$ cat src/rtl/uart_rx_fifo_pkg.sv
// ----------------------------------------------------------------------------
// uart_rx_fifo_pkg
// Shared types for the host-link receive FIFO.
//   byte_t : one received byte as carried between uart_rx and ram_rw.
//   BYTE_W : width of that byte.
// ----------------------------------------------------------------------------
package uart_rx_fifo_pkg;

  localparam int BYTE_W = 8;

  typedef logic [BYTE_W-1:0] byte_t;

endpackage : uart_rx_fifo_pkg

$ cat src/rtl/uart_rx_fifo.sv
// ----------------------------------------------------------------------------
// uart_rx_fifo
// Byte FIFO between uart_rx and ram_rw. It absorbs bursts while the loader is
// busy and applies back-pressure upstream instead of dropping bytes. The
// output is first-word-fall-through.
//
// Parameters
//   DEPTH : number of byte entries (power of two, >= 2)
//   AFULL : occupancy at or above which afull_o asserts (1..DEPTH)
//
// Ports
//   clk_i          : system clock
//   rst_n_i        : synchronous active-low reset (clears pointers)
//   in_data_i      : byte from uart_rx
//   in_data_vld_i  : in_data_i valid, held until accepted
//   in_data_rdy_o  : FIFO can accept a byte (not full)
//   out_data_o     : head byte to ram_rw
//   out_data_vld_o : head byte valid (not empty)
//   out_data_rdy_i : consumer takes the head byte
//   flush_i        : discard all contents on the next edge
//   level_o        : occupancy 0..DEPTH
//   empty_o        : level == 0
//   full_o         : level == DEPTH
//   afull_o        : level >= AFULL
// ----------------------------------------------------------------------------
module uart_rx_fifo
  import uart_rx_fifo_pkg::*;
#(
  parameter int DEPTH = 16,
  parameter int AFULL = 12
) (
  input  logic                       clk_i,
  input  logic                       rst_n_i,
  input  logic [7:0]                 in_data_i,
  input  logic                       in_data_vld_i,
  output logic                       in_data_rdy_o,
  output logic [7:0]                 out_data_o,
  output logic                       out_data_vld_o,
  input  logic                       out_data_rdy_i,
  input  logic                       flush_i,
  output logic [$clog2(DEPTH):0]     level_o,
  output logic                       empty_o,
  output logic                       full_o,
  output logic                       afull_o
);

  localparam int AW = $clog2(DEPTH);

  // Elaboration-time parameter sanity.
  if (DEPTH < 2 || (1 << AW) != DEPTH) begin : g_bad_depth
    $error("uart_rx_fifo: DEPTH must be a power of two and >= 2");
  end
  if (AFULL < 1 || AFULL > DEPTH) begin : g_bad_afull
    $error("uart_rx_fifo: AFULL must be in 1..DEPTH");
  end

  // Pointers carry one extra wrap bit so full and empty are distinguishable.
  logic [AW:0] r_wptr;
  logic [AW:0] r_rptr;
  byte_t       r_mem [DEPTH];

  logic [AW:0] w_level;
  logic        w_full;
  logic        w_empty;
  logic        w_push;
  logic        w_pop;

  // All flags come from the registered pointers only, so in_data_rdy_o has
  // no combinational path from out_data_rdy_i.
  assign w_level = r_wptr - r_rptr;
  assign w_empty = (r_wptr == r_rptr);
  assign w_full  = (r_wptr == {~r_rptr[AW], r_rptr[AW-1:0]});

  assign w_push  = in_data_vld_i && !w_full;
  assign w_pop   = out_data_rdy_i && !w_empty;

  // Pointer update: reset, then flush, override any handshake in that cycle.
  // A push coincident with flush still saw rdy high, so the source treats it
  // as accepted; the byte is simply discarded here.
  always_ff @(posedge clk_i) begin
    if (!rst_n_i) begin
      r_wptr <= '0;
      r_rptr <= '0;
    end else if (flush_i) begin
      r_wptr <= '0;
      r_rptr <= '0;
    end else begin
      if (w_push) r_wptr <= r_wptr + 1'b1;
      if (w_pop)  r_rptr <= r_rptr + 1'b1;
    end
  end

  // Storage is not reset or cleared on flush; it is only ever read through
  // a valid pointer range.
  always_ff @(posedge clk_i) begin
    if (w_push) r_mem[r_wptr[AW-1:0]] <= in_data_i;
  end

  assign in_data_rdy_o  = !w_full;
  assign out_data_vld_o = !w_empty;
  assign out_data_o     = r_mem[r_rptr[AW-1:0]];
  assign level_o        = w_level;
  assign empty_o        = w_empty;
  assign full_o         = w_full;
  assign afull_o        = (w_level >= (AW+1)'(AFULL));

endmodule : uart_rx_fifo

$ cat config.mk
export PLATFORM = sky130hd
export DESIGN_NAME = uart_rx_fifo
export DESIGN_NICKNAME = d
export VERILOG_FILES = /design/src/rtl/uart_rx_fifo_pkg.sv /design/src/rtl/uart_rx_fifo.sv
export SDC_FILE = /design/constraint.sdc
export NUM_CORES = 1
export LEC_CHECK = 0
export BUFFER_PORTS_ARGS = -buffer_cell sky130_fd_sc_hd__buf_2
export CORE_AREA = 2 2 141 143
export CTS_CLUSTER_SIZE = 24
export DETAILED_ROUTE_END_ITERATION = 10
export DIE_AREA = 0 0 143 145
export PLACE_DENSITY_LB_ADDON = 0.2
export SYNTH_ARGS = -nofsm -noshare
export SYNTH_HDL_FRONTEND = slang
export SYNTH_SLANG_ARGS = --single-unit
$ cat constraint.sdc
create_clock -name clk_i -period 6.8 [get_ports clk_i]
set_clock_uncertainty 0.05 [all_clocks]
set_input_delay 1.36 -clock clk_i [delete_from_list [all_inputs] [get_ports clk_i]]
set_output_delay 1.36 -clock clk_i [all_outputs]
set_load 0.005 [all_outputs]
==> run metrics, run 1 <==
I/O Pins=31; routed len/inst=19.7 microns; Bufs and invs on worst path=2; slowest stage cell, crit path=mux4_2; largest net degree at the start of global routing=33; fin area=6630 sq um; routed vias/inst=4.53; area leader, netlist=edfxtp_1; Setup Fix Bufs, Post-CTS=0; Post-synth EDFFs=128; number of hold violations in the final report=0; Max Fclk=0.262 GHz; Synth Area per Inst=18.5 sq um; routability cong.=0.703; hold_buf cts=0; final setup margin=2.99 ns; WHS=0.485 ns; synth-to-layout area growth=16.6%; Yosys reg bits=142; Synth top cells by count=edfxtp_1 (128), mux4_2 (32), nor2_1 (21); nets=367; nature of the critical path startpoint=flop; RSZ-0062 raised after global routing=no; # rows=51; clock buffer depth=2; Slew HR=0.299; status=finished clean; Power Density=272 nW/um^2; max incr delay on CP=0.58 ns; most frequent cell after synthesis=edfxtp_1; total overflow reported by the global router=0; worst slew pin tran=1.05 ns; crit path cell chain=buf_4 -> mux4_2 -> a22oi_1 -> nand2_1 -> buf_2; placed insts=590; Mapped Area=5690 sq um; vias post-DR=2,819; vias in the first global route=3,003; initial drt markers=279; Crit path max-delay family=buffers and inverters; CTS clk-pin slew, worst paths=0.06 ns; Req. time, crit path=5.39 ns; post-route ant nets=0; Max FO, Critical Path=32; cts bufs inserted=17; GRT Overall Usage=0.124; min Tclk post-route=3.81 ns; DRC errors left=0; async set or reset register ratio after synthesis=0; die width=143 microns; final setup TNS=0 ns; first-pass GRT wire length=18.4 mm; Clock Sinks=142; max_cap viols=0; H-Tree Level Count=4; post-route insts no fill=622; Root Buffer=clkbuf_16; syn_nets=330; DP HPWL=7.68 mm; ANT cells=0; Std-Cell Core Area=19,200 sq um; Yosys top cell area share=0.676; layout cells sized above 1=0.283; largest cells by area after synthesis=edfxtp_1 (68%), mux4_2 (13%), dfxtp_1 (4.9%), a22oi_1 (2.1%), ha_1 (2.0%); DIE AREA=20,700 sq um; Setup Crit Path Kind=reg -> out; static leakage=0.00212 uW; CP arrival=2.40 ns; Crit. End Element=output port; Synth warnings=0; Tcrit/Tclk final=0.560; CTS tree=built; Peak VDD IR=0.145 mV; Total Wirelength=12.3 mm; Seq/Total Area, Yosys=0.725; Die Y-Extent=145 microns; reg2reg setup slack=3.84 ns; PortBufs=30; Primary FF master, synth=edfxtp_1; starting density of the core=0.296; worst skew pair latency=0.42 ns; Syn Inst Count=307; 1st-pass router iterations=4; DP Area=6140 sq um; Synth cell types=36; worst hold-check path type=reg -> reg; Placement Setup Slack=3.33 ns; initial antenna violation count=0; Final Max Tran Viols=0; post-CTS resize count=0; final setup fails=0
-- power breakdown --
part	total [uW]	internal, uW	switching (uW)
sequential	958	957	1.84
combinational	55.7	21.3	34.4
clock	791	460	331
-- cells in the final DEF, fill, tap and decap left out, drive strengths merged, types with 5 or more instances in the layout --
cell,instances
nand3,5
nand2,14
clkbuf,24
inv,9
clkinv,6
ha,9
buf,32
nor2,21
mux4,32
edfxtp,128
a22oi,16
xnor2,6
dfxtp,14
xor2,5
-- stage by stage --
| stage | total power, uW | utilization |
|---|---|---|
| after floorplan | 1000 | - |
| after global placement | 1030 | 0.320 |
| after detailed placement | 1030 | 0.320 |
| after CTS | 1820 | 0.345 |
| after global routing | 1860 | 0.345 |
| final | 1810 | 0.345 |
-- cell type report --
| cell class | count | area, sq um |
|---|---|---|
| flip-flops and latches | 142 | 4130 |
| well taps | 265 | 332 |
| fillers | 1825 | 12600 |
| multi-input cells | 142 | 1480 |
| repair buffers | 32 | 165 |
| clock buffers | 24 | 452 |
| clock inverters | 8 | 43.8 |
| inverters | 9 | 33.8 |
-- cells by family after synthesis --
| logic type | Yosys count | synth area share |
|---|---|---|
| AO/OA/AOI/OAI | 31 | 0.0409 |
| adder cells (fa/ha/maj) | 10 | 0.0233 |
| flip-flops | 142 | 0.725 |
| buffers and inverters | 23 | 0.0180 |
| XOR/XNOR | 11 | 0.0183 |
| multiplexers | 33 | 0.128 |
| AND/OR/NAND/NOR | 57 | 0.0460 |
-- routing by layer --
metal  vias to the layer above  part of all wire  GRT usage
li1                       1288                 -          -
met4                         0             0.013     0.0416
met2                        61              0.45      0.182
met1                      1455              0.49      0.174
met3                        15             0.043     0.0383
met5                         -                 0          0
-- worst register-to-register path: cells and delay by family, from the launching register on --
family / cells / cell delay [ns]
DFF: 1 / 0.59
adders and majority gates: 1 / 0.37
and+or+nand+nor: 4 / 1.57
-- sequential cells by signal, indices dropped and copies added (netlist names), named ones only --
signal	count
r_wptr	5
r_rptr	5
r_mem	128
-- worst paths after layout --
path / cells after the start / start / to
max: 5 / flop / out_data_o[6]
min: 2 / r_rptr[3] / r_rptr[3]
max reg2reg: 5 / r_wptr[2] / r_mem[6][0]
min reg2reg: 2 / r_rptr[3] / r_rptr[3]
No activity file was read; power rests on OpenSTA's default activity.
==> run 2, diff against run 1 <==
==> constraint.sdc (replaced) <==
create_clock -name clk_i -period 3.2 [get_ports clk_i]
set_clock_uncertainty 0.05 [all_clocks]
set_input_delay 0.64 -clock clk_i [delete_from_list [all_inputs] [get_ports clk_i]]
set_output_delay 0.64 -clock clk_i [all_outputs]
set_load 0.005 [all_outputs]
==> run metrics, run 2 (synthesized netlist as in run 1, its figures left out) <==
Placement Setup Slack=0.621 ns (-2.71 ns); Root Buffer=clkbuf_16; nets=385 (+4.9%); Slew HR=0.455 (+0.156); status=finished clean; Setup Fix Bufs, Post-CTS=0 (unchanged); Peak VDD IR=0.265 mV (+83%); vias post-DR=2,876 (+2.0%); Req. time, crit path=2.51 ns (-2.88 ns); most common cell after layout, fill and taps aside=edfxtp_1; post-CTS resize count=0 (unchanged); Std-Cell Core Area=19,200 sq um (unchanged); Clock Sinks=142 (unchanged); worst skew pair latency=0.41 ns (about the same); I/O Pins=31 (unchanged); layout cells sized above 1=0.317 (+0.0344); DP Area=6280 sq um (+2.3%); worst hold-check path type=reg -> reg; total overflow reported by the global router=0 (unchanged); post-route insts no fill=640 (+2.9%); max reg flops=128 (unchanged); Setup Crit Path Kind=reg -> out; nature of the critical path startpoint=flop; Fillers=1,826 (+0.055%); post-route ant nets=0 (unchanged); fin area=6860 sq um (+3.4%); worst slew pin tran=0.814 ns (-0.233 ns); die width=143 microns (unchanged); CTS clk-pin slew, worst paths=0.06 ns (about the same); commonest non-fill, non-tap cells in the layout=edfxtp_1 (128), mux4_2 (32), buf_2 (30); routability cong.=0.728 (+3.6%); ANT cells=0 (unchanged); Max FO, Critical Path=4 (-88%); Die Y-Extent=145 microns (unchanged); Final Max Tran Viols=0 (unchanged); routed vias/inst=4.49 (-0.85%); RSZ-0062 raised after global routing=no; GRT Overall Usage=0.124 (about the same); initial drt markers=187 (-33%); cts bufs inserted=17 (unchanged); max_cap viols=0 (unchanged); static leakage=0.00225 uW (+6.3%); number of hold violations in the final report=0 (unchanged); clock buffer depth=2 (unchanged); DRC errors left=0 (unchanged); CP arrival=2.32 ns (-0.08 ns); hold_buf cts=0 (unchanged); Total Wirelength=12.2 mm (-0.80%); final setup margin=0.187 ns (-2.80 ns); H-Tree Level Count=4 (unchanged); # rows=51 (unchanged); DP HPWL=7.60 mm (-0.99%); Power Density=587 nW/um^2 (+120%); DIE AREA=20,700 sq um (unchanged); Crit. End Element=output port; Tcrit/Tclk final=0.941; largest net degree at the start of global routing=33 (unchanged); synth-to-layout area growth=20.6%; first-pass GRT wire length=18.3 mm (-0.86%); CTS tree=built; initial antenna violation count=0 (unchanged); routed len/inst=19.0 microns (-3.6%); placed insts=608 (+3.1%); 1st-pass router iterations=4 (unchanged); PortBufs=30 (unchanged); final setup TNS=0 ns (unchanged); final setup fails=0 (unchanged); starting density of the core=0.296 (unchanged); Max Fclk=0.332 GHz; vias in the first global route=3,032 (+0.97%); min Tclk post-route=3.01 ns
run 2: report_power, final:
part | switching (uW) | total (uW) | internal, uW
sequential | 3.85 | 2040 | 2030
clock | 687 | 1870 | 1180
combinational | 73.6 | 122 | 48.0
total | 764 | 4030 | 3260
run 2: layer usage:
metal | share of wire | global-route usage | vias to the layer above | wire (microns)
met5 | 0 | 0 | - | 0
met4 | 0.017 | 0.0416 | 0 | 212
met3 | 0.041 | 0.0416 | 12 | 501
met2 | 0.49 | 0.192 | 73 | 5900
met1 | 0.46 | 0.163 | 1466 | 5550
li1 | - | - | 1325 | -
run 2: final timing paths:
check,from,to,slack (ns),cells after the start
worst max-delay path,r_wptr[0],afull_o,0.19,9
worst min-delay path,r_rptr[3],flop,0.49,2
worst max register to register,r_wptr[2],r_mem[2][7],0.85,6
worst min register to register,r_rptr[3],flop,0.49,2
run 2: through the flow:
| step | total power [uW] | util | hold slack, ns |
|---|---|---|---|
| floorplan | 2140 | - | 0.417 |
| global placement | 2200 | 0.327 | 0.463 |
| detailed placement | 2200 | 0.327 | 0.469 |
| CTS | 4080 | 0.357 | 0.484 |
| global route | 4170 | 0.357 | 0.509 |
| finish | 4030 | 0.357 | 0.485 |
run 2: critical path, stage by stage, from the launching register on:
cell	delay, ns
dfxtp_1	0.33
inv_1	0.14
ha_1	0.19
inv_1	0.06
fa_1	0.40
a21o_2	0.20
a21oi_1	0.16
xnor2_1	0.10
a31o_2	0.21
buf_2	0.12
run 2: area by class of cell:
type / instances / area [sq um] / area share
multi-input cells: 142 / 1460 / 0.213
clock inverters: 3 / 20.0 / 0.00292
well taps: 265 / 332 / 0.0483
repair buffers: 50 / 325 / 0.0474
clock buffers: 29 / 562 / 0.0819
inverters: 9 / 33.8 / 0.00493
flip-flops and latches: 142 / 4130 / 0.601
==> run 3, diff against run 2 <==
--- a/config.mk
+++ b/config.mk
@@ -6,7 +6,10 @@
 export NUM_CORES = 1
 export LEC_CHECK = 0
 export BUFFER_PORTS_ARGS = -buffer_cell sky130_fd_sc_hd__buf_2
+export CELL_PAD_IN_SITES_DETAIL_PLACEMENT = 1
+export CELL_PAD_IN_SITES_GLOBAL_PLACEMENT = 1
 export CORE_AREA = 2 2 141 143
+export CTS_BUF_LIST = sky130_fd_sc_hd__clkbuf_8 sky130_fd_sc_hd__clkbuf_16
 export CTS_CLUSTER_SIZE = 24
 export DETAILED_ROUTE_END_ITERATION = 10
 export DIE_AREA = 0 0 143 145
==> run metrics, run 3 (synthesized netlist as in run 1, its figures left out) <==
Power Density=594 nW/um^2 (+1.1%); Req. time, crit path=2.51 ns (about the same); crit path from=r_rptr[0]; DP Area=6290 sq um (+0.24%); slowest stage cell, crit path=dfxtp_1; DIE AREA=20,700 sq um (unchanged); R2R depth=6 (unchanged); die width=143 microns (unchanged); routability cong.=0.705 (-3.2%); Reg-to-Reg End=r_mem[1][3]; Tcrit/Tclk final=0.928 (-0.0131); Setup Crit Path Kind=reg -> out; reg-to-reg critical path startpoint=r_wptr[2]; global routing usage on met1=0.172 (+0.00942); post-route ant nets=0 (unchanged); commonest non-fill, non-tap cells in the layout=edfxtp_1 (128), mux4_2 (32), buf_2 (30); hold_buf cts=0 (unchanged); synth-to-layout area growth=21.3%; clock buffer depth=2 (unchanged); # rows=51 (unchanged); Peak VDD IR=0.294 mV (+11%); DP HPWL=8.15 mm (+7.2%); H-Tree Level Count=4 (unchanged); fin util=0.359 (+0.00222); initial drt markers=208 (+11%); CP arrival=2.28 ns (-0.04 ns); met3 usage=0.0370 (-0.00462); crit path cell chain=ha_1 -> inv_1 -> fa_1 -> a21o_2 -> a21oi_1 -> xnor2_1 -> a31o_2 -> buf_2; Std-Cell Core Area=19,200 sq um (unchanged); met2 global-route usage=0.215 (+0.0222); Critical Path Sink=afull_o; max_cap viols=0 (unchanged); max reg flops=128 (unchanged); worst slew pin tran=0.488 ns (-0.327 ns); Root Buffer=clkbuf_16; most common cell after layout, fill and taps aside=edfxtp_1; RSZ-0062 raised after global routing=no; I/O Pins=31 (unchanged); DRC errors left=0 (unchanged); Total Wirelength=12.8 mm (+5.0%); vias post-DR=2,902 (+0.90%); nets=387 (+0.52%); final setup fails=0 (unchanged); GRT Overall Usage=0.133 (+0.00879); Max Fclk=0.337 GHz (+1.4%); worst hold-check path type=reg -> reg; ANT cells=0 (unchanged); 1st-pass router iterations=6 (+2); first-pass GRT wire length=19.6 mm (+7.0%); layout cells sized above 1=0.326 (+0.00893); status=finished clean; routed vias/inst=4.52 (+0.59%); largest net degree at the start of global routing=33 (unchanged); initial antenna violation count=0 (unchanged); Clock Sinks=142 (unchanged); max incr delay on CP=0.42 ns (+0.02 ns); CTS clk-pin slew, worst paths=0.05 ns (about the same); total overflow reported by the global router=0 (unchanged); static leakage=0.00229 uW (+1.4%); cts bufs inserted=17 (unchanged); final setup TNS=0 ns (unchanged); Max FO, Critical Path=4 (unchanged); Die Y-Extent=145 microns (unchanged); vias in the first global route=3,193 (+5.3%); fin area=6900 sq um (+0.62%); number of hold violations in the final report=0 (unchanged); reg2reg setup slack=0.73 ns (-0.12 ns); starting density of the core=0.296 (unchanged); Crit. End Element=output port; min Tclk post-route=2.97 ns (-0.0418 ns); PortBufs=30 (unchanged); Slew HR=0.675 (+0.220); Final Max Tran Viols=0 (unchanged); CTS tree=built; worst skew pair latency=0.41 ns (about the same); nature of the critical path startpoint=flop; routed len/inst=19.9 microns (+4.7%); GR peak layer=met2
==> run 3: cell count changes in the layout (fill, tap and decap cells not counted) <==
cell	previous run	this run
clkinv_4	1	0
clkbuf_8	7	8
buf_4	18	20
clkinvlp_4	0	1
inv_1	9	11
inv_2	0	1
clkbuf_16	18	19
clkbuf_1	4	0
inv_4	1	0
==> run 3: critical path: cells and delay by family (launching register included) <==
family                   cells  cell delay, ns
XOR/XNOR                     1            0.10
adder cells (fa/ha/maj)      2            0.59
flip-flops                   1            0.42
AO/OA/AOI/OAI                3            0.59
buffers and inverters        2            0.17
==> run 3: cell type report <==
class	instances	area (sq um)
clock inverter	5	23.8
tap	265	332
timing repair buffer	52	340
sequential	142	4130
inverter	9	33.8
multi-input combinational	142	1460
fill	1917	12300
clock buffer	27	586
==> run 3: routing by layer <==
| metal | part of all wire | up-vias |
|---|---|---|
| li1 | - | 1328 |
| met1 | 0.45 | 1508 |
| met2 | 0.50 | 57 |
| met3 | 0.048 | 9 |
| met4 | 0.0094 | 0 |
| met5 | 0 | - |
==> run 3: metrics by stage <==
step / hold WS (ns) / instances / power (uW) / setup slack [ns]
2_1_floorplan: 0.417 / 307 / 2140 / 0.731
3_3_place_gp: 0.460 / 610 / 2200 / 0.661
3_5_place_dp: 0.472 / 610 / 2200 / 0.605
4_1_cts: 0.480 / 642 / 4160 / 0.146
5_1_grt: 0.490 / 642 / 4240 / 0.0581
6_report: 0.486 / 642 / 4100 / 0.229
==> run 3: report_power, final <==
part / leakage, uW / internal (uW) / switching, uW
Combinational: 0.000704 / 48.2 / 73.1
Sequential: 0.00127 / 2030 / 4.89
Clock: 0.000312 / 1240 / 698
Total: 0.00229 / 3320 / 776
==> run 3: worst min-delay path by stage <==
stage                   from  cells after the start        end
6_report           r_rptr[3]                      2  r_rptr[3]
5_1_grt        in_data_vld_i                      3  r_wptr[1]
4_1_cts        in_data_vld_i                      3  r_wptr[1]
3_5_place_dp       r_rptr[3]                      2  r_rptr[3]
3_3_place_gp       r_rptr[3]                      2  r_rptr[3]
2_1_floorplan      r_rptr[3]                      2       flop
==> run 3: repair_timing <==
item                                    4_1_cts  5_1_grt
gates resized for setup                       0        1
setup buffers                                 0        0
endpoints found under the setup margin        0        1
endpoints found under the hold margin         0        0
